===== config.mk =====
export PLATFORM = sky130hd
export DESIGN_NAME = kronos_spsram_arbiter
export DESIGN_NICKNAME = d
export VERILOG_FILES = /design/src/rtl/kronos_spsram_arbiter.sv
export SDC_FILE = /design/constraint.sdc
export NUM_CORES = 1
export LEC_CHECK = 0
export BUFFER_PORTS_ARGS = -buffer_cell sky130_fd_sc_hd__buf_2
export CORE_AREA = 2 2 106 108
export CTS_BUF_LIST = sky130_fd_sc_hd__clkbuf_16
export CTS_CLUSTER_DIAMETER = 60
export DETAILED_ROUTE_END_ITERATION = 8
export DIE_AREA = 0 0 108 110
export SLEW_MARGIN = 20
export SYNTH_ARGS = -nofsm -noshare
export SYNTH_HDL_FRONTEND = slang
export SYNTH_SLANG_ARGS = --single-unit

===== constraint.sdc =====
create_clock -name clk -period 2.2 [get_ports clk]
set_input_delay 0.55 -clock clk [delete_from_list [all_inputs] [get_ports clk]]
set_output_delay 0.55 -clock clk [all_outputs]
set_load 0.05 [all_outputs]

===== src/rtl/kronos_spsram_arbiter.sv =====
// kronos_spsram_arbiter
// Shares one single-port 32-bit SRAM between the Kronos instruction-fetch
// port (read-only) and the data load/store port (byte-masked). One access is
// in flight at a time. Every access is acked exactly one cycle after it is
// launched. Contention is resolved round-robin. A port that is being acked
// this cycle is not a candidate this cycle, so the other port can launch in
// that same cycle and alternating traffic reaches one access per cycle.

`timescale 1ns/1ps

module kronos_spsram_arbiter #(
    parameter int AWIDTH = 32
) (
    input  logic              clk,
    input  logic              rstz,

    // instruction fetch port (read-only)
    input  logic [AWIDTH-1:0] instr_addr,
    input  logic              instr_req,
    output logic              instr_ack,
    output logic [31:0]       instr_data,

    // data load/store port
    input  logic [AWIDTH-1:0] data_addr,
    input  logic [31:0]       data_wdata,
    input  logic [3:0]        data_mask,
    input  logic              data_wr_en,
    input  logic              data_req,
    output logic              data_ack,
    output logic [31:0]       data_rdata,

    // SRAM side
    output logic [AWIDTH-1:0] mem_addr,
    output logic [31:0]       mem_wdata,
    output logic [3:0]        mem_mask,
    output logic              mem_en,
    output logic              mem_wr_en,
    input  logic [31:0]       mem_rdata
);

    // ------------------------------------------------------------------
    // State encoding. BUSY_x means an access for port x was launched in
    // the previous cycle and is being acked in the current cycle.
    // ------------------------------------------------------------------
    localparam logic [1:0] IDLE   = 2'd0;
    localparam logic [1:0] BUSY_I = 2'd1;
    localparam logic [1:0] BUSY_D = 2'd2;

    logic [1:0] state;
    logic [1:0] state_nxt;

    // Round-robin pointer: 1 = data port was granted last, 0 = fetch port.
    logic       last_grant_d;

    // Candidate and grant terms for the current cycle.
    logic       cand_i;
    logic       cand_d;
    logic       grant_i;
    logic       grant_d;
    logic       launch;

    // ------------------------------------------------------------------
    // Acks depend on the registered state only, so they never combine
    // with the incoming request lines.
    // ------------------------------------------------------------------
    assign instr_ack = (state == BUSY_I);
    assign data_ack  = (state == BUSY_D);

    // The SRAM read data is routed to both ports. Each port qualifies it
    // with its own ack.
    assign instr_data = mem_rdata;
    assign data_rdata = mem_rdata;

    // Candidate selection and round-robin arbitration for this cycle.
    always_comb begin
        // A port that is being acked this cycle is excluded. A request it
        // still holds is the tail of the transaction that just completed.
        cand_i  = instr_req & ~instr_ack;
        cand_d  = data_req  & ~data_ack;

        // On contention, the port that was not granted last wins.
        grant_i = cand_i & (~cand_d | last_grant_d);
        grant_d = cand_d & ~grant_i;
        launch  = grant_i | grant_d;
    end

    // SRAM command mux: drive the winner's fields when launching.
    always_comb begin
        // NOTE: every output gets a default before any branch. Without
        // defaults, a path that skips an assignment infers a latch.
        mem_en    = launch;
        mem_addr  = data_addr;
        mem_wdata = data_wdata;
        mem_mask  = 4'h0;
        mem_wr_en = 1'b0;

        if (grant_i) begin
            // A fetch is always a full-word read.
            mem_addr  = instr_addr;
            mem_wdata = 32'h0;
            mem_mask  = 4'hF;
            mem_wr_en = 1'b0;
        end else if (grant_d) begin
            mem_mask  = data_mask;
            mem_wr_en = data_wr_en;
        end
    end

    // Next-state selection: follow the winner, otherwise go idle.
    always_comb begin
        state_nxt = IDLE;
        if (grant_i) begin
            state_nxt = BUSY_I;
        end else if (grant_d) begin
            state_nxt = BUSY_D;
        end
    end

    // State register. Reset abandons any access in flight and drops its ack.
    always_ff @(posedge clk or negedge rstz) begin
        // NOTE: sequential state uses non-blocking assignments only, so
        // every register samples pre-edge values regardless of block order.
        if (!rstz) begin
            state <= IDLE;
        end else begin
            state <= state_nxt;
        end
    end

    // Round-robin pointer. It moves only when an access is launched, and it
    // resets to "data" so the fetch port wins the first contention.
    always_ff @(posedge clk or negedge rstz) begin
        if (!rstz) begin
            last_grant_d <= 1'b1;
        end else if (launch) begin
            last_grant_d <= grant_d;
        end
    end

    // ------------------------------------------------------------------
    // Structural invariants (ignored by synthesis).
    // ------------------------------------------------------------------

    // Only one access can be acked in a given cycle.
    a_single_ack : assert property (
        @(posedge clk) disable iff (!rstz) !(instr_ack && data_ack)
    );

    // The state register never takes the unused encoding.
    a_legal_state : assert property (
        @(posedge clk) disable iff (!rstz) (state != 2'd3)
    );

    // A fetch launch is never a write.
    a_fetch_is_read : assert property (
        @(posedge clk) disable iff (!rstz) (grant_i |-> !mem_wr_en)
    );

endmodule


==> results of run 1 <==
where the power goes:
part / switching (mW) / leakage [nW] / internal [mW] / total, mW
clock: 0.0528 / 0.0423 / 0.235 / 0.287
combinational: 1.49 / 1.40 / 0.707 / 2.20
sequential: 0.0138 / 0.0358 / 0.0738 / 0.0876
total: 1.56 / 1.48 / 1.02 / 2.58
synth_stat cells, types with 2 or more instances:
cell	n
o211ai_1	32
clkbuf_1	16
a21boi_0	22
buf_4	65
inv_2	2
nand3_1	33
nor2_1	2
nand4_1	32
dfrtp_1	2
a31oi_1	33
a21boi_2	2
nor2b_1	32
a21oi_1	4
a21boi_1	8
nand2b_1	3
buf_6	3
buf_2	21
a32o_1	4
cell families (layout without fill, tap and decap cells):
| logic type | count (synthesis) | in the layout | share of synthesized area |
|---|---|---|---|
| DFF | 3 | 3 | 0.0354 |
| and+or+nand+nor | 105 | 105 | 0.286 |
| AOI/OAI and AO/OA | 106 | 106 | 0.354 |
| buffers and inverters | 108 | 205 | 0.324 |
critical path, delay by kind of cell (launching register included):
| kind | cells | cell delay, ps |
|---|---|---|
| DFF | 1 | 370 |
| buffers and inverters | 3 | 550 |
| and+or+nand+nor | 1 | 180 |
| AOI/OAI and AO/OA | 2 | 250 |
flip-flops by register name, indices dropped and copies added, names as in the netlist:
name / count
state: 2
last_grant_d: 1
layout make-up:
type | instances | area share
well taps | 140 | 0.0548
clock buffers | 3 | 0.0235
multi-input cells | 211 | 0.471
inverters | 2 | 0.00235
repair buffers | 199 | 0.423
clock inverters | 1 | 0.00117
flip-flops and latches | 3 | 0.0239
metal layers:
metal  wire length, um  share of wire  vias up
met5                 0              0        -
met4               170          0.021        0
met3               634          0.078       20
met2              4050           0.50      166
met1              3310           0.41     1307
li1                  -              -     1332
worst paths after layout:
path	start	endpoint	slack [ps]	depth (start not counted)
setup / recovery	state[1]	mem_wdata[23]	50	6
hold / removal	rstz	state[0]	120	1
setup reg to reg	last_grant_d	state[1]	930	4
hold reg to reg	last_grant_d	last_grant_d	550	2
max in group asynchronous	rstz	last_grant_d	1890	1
min in group clk	last_grant_d	last_grant_d	550	2
stage by stage:
step | std cells | hold WS (ps) | setup slack (ps) | utilization
2_1_floorplan | 322 | 254 | -279 | -
6_report | 559 | 116 | 48.7 | 0.299
3_3_place_gp | 555 | 346 | 109 | 0.274
5_1_grt | 559 | 119 | -27.4 | 0.299
3_5_place_dp | 555 | 348 | 72.3 | 0.274
4_1_cts | 559 | 114 | -2.67 | 0.288
==> flow_summary.json, run 1 <==
{
  "status": "finished clean",
  "syn_area_um2": 2150,
  "crit_type": "flop to output port",
  "synth_top_area_cell": "buf_4",
  "stdcell_area_um2": 3200,
  "track_usage": 0.127,
  "cts_resized": 32,
  "wl_per_cell_um": 14.6,
  "placed_cell_area_um2": 2930,
  "wl_um": 8160,
  "postCtsHoldBufs": 0,
  "use_met1": 0.146,
  "multi_input_area_um2": 1510,
  "area_delta_synth_final_pct": 48.6,
  "hold_viol": 0,
  "num_antenna_cells": 0,
  "drc": 0,
  "postCtsSetupRepairBufs": 0,
  "slew-limit-headroom": 0.809,
  "hpwl_um": 6100,
  "htree_levels": 1,
  "fp.dieH_um": 110,
  "die_area_um2": 11900,
  "clock_skew_ps": 3.26,
  "power_density_nw_per_um2": 805,
  "vias": 2825,
  "cp_max_fo": 32,
  "leakagePower_nw": 1.48,
  "initial_core_util": 0.201,
  "start_kind": "flop",
  "core_area_um2": 10700,
  "synth_cell_types": 24,
  "p_total_mw": 2.58,
  "routabilityCongestion": 0.717,
  "finalSetupViolations": 0,
  "ys_async_sr_fraction": 1.00,
  "grt_pass1_wl_um": 12300,
  "cp_slowest_cell": "dfrtp_1",
  "final_nets": 557,
  "ant_nets": 0,
  "rsz0062_at_grt": "yes",
  "finalCritPeriodShare": 0.978,
  "use_met3": 0.0153,
  "critPathCaptureType": "output port",
  "cts.reportedPaths.clkPinSlew_ps": 30,
  "yosys_warnings": 0,
  "syn_area_per_cell_um2": 6.69,
  "drv_cap": 0,
  "worst_slew_pin_slew_ps": 287,
  "synth.yosys.seq_area_share": 0.0354,
  "cp.arrival_ps": 1600,
  "die_w_um": 108,
  "cts_tree": "done",
  "drv_slew": 0,
  "firstDrtPassIters": 5,
  "vdd_drop_max_mv": 0.522,
  "antenna_found_initial": 0,
  "cts-root-buf": "clkbuf_16",
  "synth_nets": 459,
  "tns_ps": 0,
  "synth.area.top_cells": "buf_4, o211ai_1, a31oi_1",
  "grt_max_degree": 47,
  "clock_path_buffers": 2,
  "post_drt_via_cell_ratio": 5.05,
  "io_pins": 273,
  "ys_seq_elements": 3,
  "path_cells": "nand2b_1 > inv_2 > o21ai_4 > buf_12 > a21boi_1 > clkbuf_4",
  "syn_inst": 322,
  "initialDrtViolationCount": 202,
  "final_common_cell": "buf_2",
  "max_freq_mhz": 465,
  "ys.flop_type": "dfrtp_1",
  "final_cell_mix": "buf_2, buf_4, a31oi_1, nand3_1",
  "grt_pass1_vias": 2619,
  "grt_busiest_layer": "met2",
  "grt_overflow": 0,
  "final-seq-area_um2": 76.3,
  "numCtsBuffers": 3,
  "num_rows": 38,
  "drive_gt1_frac": 0.542,
  "crit_required_ps": 1650,
  "met2_usage": 0.235,
  "io_buffers": 176,
  "critical-path-max-stage-delay_ps": 370,
  "synth_edf_count": 0,
  "cts.sinks": 3,
  "min_period_ps": 2150,
  "fillCellCount": 1134,
  "min_path_type": "primary input to async pin",
  "clkLatencyLatePin_ps": 230,
  "yosysTopAreaCellShare": 0.227
}
(Power assumes the default switching activity.)
==> run 2: changes to the inputs <==
CORE_AREA = 2 2 104 106   (was 2 2 106 108)
CTS_BUF_LIST = sky130_fd_sc_hd__clkbuf_4 sky130_fd_sc_hd__clkbuf_8   (was sky130_fd_sc_hd__clkbuf_16)
DIE_AREA = 0 0 106 108   (was 0 0 108 110)
clock period = 2.8 ns   (was 2.2 ns; I/O delays follow)
==> run 2 against run 1 <==
  * Clock power shrank 53%
  * Via count shrank 3.7%
  * Utilization shrank 2.7 points
  * Non-clock buffer count shrank 10
  * Total power shrank 32%
  * Wire length shrank 2.1%
  * Flip-flop and latch count is the same
==> flow_summary.json, run 2 (synthesis results as in run 1) <==
{
  "crit_required_ps": 2100,
  "io_pins": 273,
  "largest_reg_flops": 2,
  "numCtsBuffers": 3,
  "reg_top3": "state (2), last_grant_d (1)",
  "worst_slack_ps": 228,
  "final_nets": 547,
  "clkLatencyLatePin_ps": 210,
  "area_delta_synth_final_pct": 29.2,
  "clock_skew_ps": 1.97,
  "critPathCaptureType": "output port",
  "wl_um": 7990,
  "cts_tree": "done",
  "final_cell_mix": "buf_2, a31oi_1, nand3_1",
  "initial_core_util": 0.210,
  "die_w_um": 106,
  "cts.sinks": 3,
  "drc": 0,
  "vias": 2721,
  "cts.reportedPaths.clkPinSlew_ps": 30,
  "track_usage": 0.130,
  "status": "finished clean",
  "routabilityCongestion": 0.755,
  "pre_cts_ws_ps": 267,
  "drv_slew": 0,
  "cts-root-buf": "clkbuf_8",
  "cts_resized": 0,
  "start_kind": "flop",
  "worst_slew_pin_slew_ps": 417,
  "drv_cap": 0,
  "postCtsSetupRepairBufs": 0,
  "fp.dieH_um": 108,
  "min_period_ps": 2570,
  "leakagePower_nw": 1.30,
  "vdd_drop_max_mv": 0.275,
  "drive_gt1_frac": 0.511,
  "firstDrtPassIters": 4,
  "grt_pass1_vias": 2514,
  "core_area_um2": 10200,
  "tns_ps": 0,
  "wl_per_cell_um": 14.7,
  "ant_nets": 0,
  "hpwl_um": 5840,
  "die_area_um2": 11400,
  "min_path_type": "primary input to async pin",
  "hold_viol": 0,
  "num_antenna_cells": 0,
  "power_density_nw_per_um2": 626,
  "finalSetupViolations": 0,
  "slew-limit-headroom": 0.722,
  "clock_path_buffers": 2,
  "final_common_cell": "buf_2",
  "initialDrtViolationCount": 238,
  "htree_levels": 1,
  "postCtsHoldBufs": 0,
  "regMostFlops": "state",
  "post_drt_via_cell_ratio": 4.99,
  "io_buffers": 176,
  "cp_max_fo": 39,
  "antenna_found_initial": 0,
  "num_rows": 37,
  "grt_overflow": 0,
  "cp.arrival_ps": 1870,
  "grt_pass1_wl_um": 12300,
  "placed_cell_area_um2": 2730,
  "grt_max_degree": 49,
  "max_freq_mhz": 389,
  "fin_util": 0.272,
  "stdcell_area_um2": 2780,
  "finalCritPeriodShare": 0.919,
  "crit_type": "flop to output port",
  "rsz0062_at_grt": "no"
}
[run 2: cell count changes in the layout (fill, tap and decap cells not counted), moves of 2 or more]
cell / delta
a21boi_0: +16
buf_2: +65
a21boi_4: -7
buf_6: -6
clkbuf_16: -3
a21boi_1: -10
buf_4: -47
clkbuf_8: +3
buf_12: -2
clkbuf_4: -19
[run 2: critical path, stage by stage, from the launching register on]
cell	delay (ps)
dfrtp_1	370
nand2b_1	170
inv_2	290
o21ai_2	130
buf_12	180
a21boi_0	190
buf_2	290
[run 2: final cells by class]
type | instances | area, um2
Clock buffer | 4 | 48.8
Timing Repair Buffer | 189 | 1070
Multi-Input combinational cell | 211 | 1410
Fill cell | 1144 | 7450
Sequential cell | 3 | 76.3
Inverter | 2 | 7.51
Tap cell | 136 | 170
[run 2: report_power, final]
group | internal [mW] | switching (mW) | leakage (nW)
clock | 0.107 | 0.0279 | 0.0262
combinational | 0.411 | 1.13 | 1.24
sequential | 0.0579 | 0.00980 | 0.0358
[run 2: metal layers]
metal / vias up / part of all wire / global-route usage / wire (um)
met5: - / 0 / 0 / 0
met4: 0 / 0.013 / 0.0367 / 100
met3: 26 / 0.074 / 0.0151 / 592
met2: 140 / 0.51 / 0.250 / 4080
met1: 1236 / 0.40 / 0.152 / 3210
li1: 1319 / - / - / -
[run 2: worst paths after layout]
check,start,end,slack (ps),cells after the start
min in group clk,last_grant_d,last_grant_d,540,2
hold reg to reg,last_grant_d,last_grant_d,540,2
max in group asynchronous,rstz,last_grant_d,2330,1
hold / removal,rstz,state[0],270,1
setup / recovery,state[1],mem_wdata[5],230,6
setup reg to reg,state[1],state[0],1360,5
[run 2: metrics by stage]
step | power [mW] | hold slack [ps] | instances
3_5_place_dp | 1.61 | 498 | 541
3_3_place_gp | 1.59 | 497 | 541
6_report | 1.74 | 274 | 545
5_1_grt | 1.85 | 273 | 545
2_1_floorplan | 1.47 | 404 | 322
4_1_cts | 1.75 | 270 | 545
==> run 3: changes to the inputs <==
==> constraint.sdc (replaced) <==
create_clock -name clk -period 3.1 [get_ports clk]
set_input_delay 0.775 -clock clk [delete_from_list [all_inputs] [get_ports clk]]
set_output_delay 0.775 -clock clk [all_outputs]
set_load 0.02 [all_outputs]
==> run 3 against run 2 <==
  * Utilization shrank 0.98 points
  * Count of clock-buffer cells in the layout stayed put
  * Register-to-register slack gained 290 ps
  * Via count up 2.9%
  * Total power fell by 35%
  * Combinational power fell by 38%
  * Hold slack gained 79 ps
  * Highest routed layer unchanged
  * Critical path type is now primary input to output port
  * Die area is the same
  * Largest power group unchanged
==> flow_summary.json, run 3 (synthesis results as in run 1) <==
{
  "postCtsHoldBufs": 0,
  "hold_viol": 0,
  "drv_cap": 0,
  "htree_levels": 1,
  "hpwl_um": 5830,
  "tns_ps": 0,
  "wl_per_cell_um": 14.2,
  "cp_common_cell": "buf_2",
  "cp_num_buf_inv": 3,
  "crit_type": "primary input to output port",
  "dp.cells": 540,
  "final_common_cell": "buf_2",
  "power_density_nw_per_um2": 423,
  "postCtsSetupRepairBufs": 0,
  "clock_skew_ps": 0.360,
  "die_area_um2": 11400,
  "core_area_um2": 10200,
  "leakagePower_nw": 1.27,
  "crit_required_ps": 2320,
  "vdd_drop_max_mv": 0.275,
  "fin_util": 0.262,
  "final_nets": 546,
  "rr_worst_depth": 5,
  "wl_um": 7710,
  "cts.reportedPaths.clkPinSlew_ps": 30,
  "drv_slew": 0,
  "initial_core_util": 0.210,
  "start_kind": "primary input",
  "critical-path-max-stage-delay_ps": 240,
  "min_path_type": "primary input to async pin",
  "worst_slew_pin_slew_ps": 627,
  "track_usage": 0.123,
  "finalSetupViolations": 0,
  "cts_resized": 0,
  "cp.arrival_ps": 1870,
  "final_cell_mix": "buf_2, a31oi_1, nand3_1",
  "cp_slowest_cell": "buf_4",
  "num_rows": 37,
  "slew-limit-headroom": 0.581,
  "num_antenna_cells": 0,
  "fin_cells": 544,
  "io_buffers": 176,
  "regMostFlops": "state",
  "path_cells": "buf_2 > nor2b_4 > o21ai_2 > buf_4 > a21boi_0 > buf_2",
  "numCtsBuffers": 3,
  "grt_pass1_vias": 2542,
  "grt_overflow": 0,
  "post_drt_via_cell_ratio": 5.15,
  "min_period_ps": 2650,
  "routabilityCongestion": 0.719,
  "drc": 0,
  "largest_reg_flops": 2,
  "ant_nets": 0,
  "grt_pass1_wl_um": 12000,
  "clkLatencyLatePin_ps": 210,
  "area_delta_synth_final_pct": 24.6,
  "finalCritPeriodShare": 0.854,
  "status": "finished clean",
  "grt_max_degree": 76,
  "critPathCaptureType": "output port",
  "path_depth": 6,
  "die_w_um": 106,
  "rsz0062_at_grt": "no",
  "antenna_found_initial": 0,
  "cp_top_family": "buffers and inverters",
  "drive_gt1_frac": 0.490,
  "cp_max_fo": 39,
  "initialDrtViolationCount": 177,
  "p_total_mw": 1.13,
  "vias": 2799,
  "cts.sinks": 3,
  "cts-root-buf": "clkbuf_8",
  "max_freq_mhz": 378,
  "firstDrtPassIters": 4,
  "clock_path_buffers": 2,
  "io_pins": 273,
  "cts_tree": "done",
  "fp.dieH_um": 108,
  "reg_top3": "state (2), last_grant_d (1)"
}
## run 3: metal layers
layer / global-route usage / vias up / share of wire
li1: - / 1321 / -
met1: 0.150 / 1314 / 0.41
met2: 0.235 / 140 / 0.50
met3: 0.0133 / 24 / 0.068
met4: 0.0207 / 0 / 0.012
met5: 0 / - / 0
## run 3: path summary, 6_finish.rpt
path | slack [ps] | end | from
min in group clk | 560 | last_grant_d | last_grant_d
max in group asynchronous | 2550 | last_grant_d | rstz
worst max register to register | 1650 | state[1] | state[0]
worst min-delay path | 350 | state[1] | rstz
worst max-delay path | 450 | mem_wdata[11] | data_req
worst min register to register | 560 | last_grant_d | last_grant_d
## run 3: report_power, final
part | total [mW] | internal (mW) | switching (mW)
registers | 0.0619 | 0.0523 | 0.00953
logic | 0.952 | 0.333 | 0.619
clock network | 0.121 | 0.0963 | 0.0244
total | 1.13 | 0.481 | 0.653
## run 3: per-stage QoR
step / hold WS, ps / instance area [um2] / worst slack, ps
after floorplan: 479 / 2150 / 445
after global placement: 553 / 2630 / 523
after detailed placement: 569 / 2630 / 433
after CTS: 350 / 2680 / 430
after global routing: 350 / 2680 / 338
final: 352 / 2680 / 454
## run 3: layout make-up
type                    instances  area, um2
fillers                      1137       7550
multi-input cells             211       1380
repair buffers                188        998
well taps                     136        170
flip-flops and latches          3       76.3
clock buffers                   4       48.8
inverters                       2       7.51
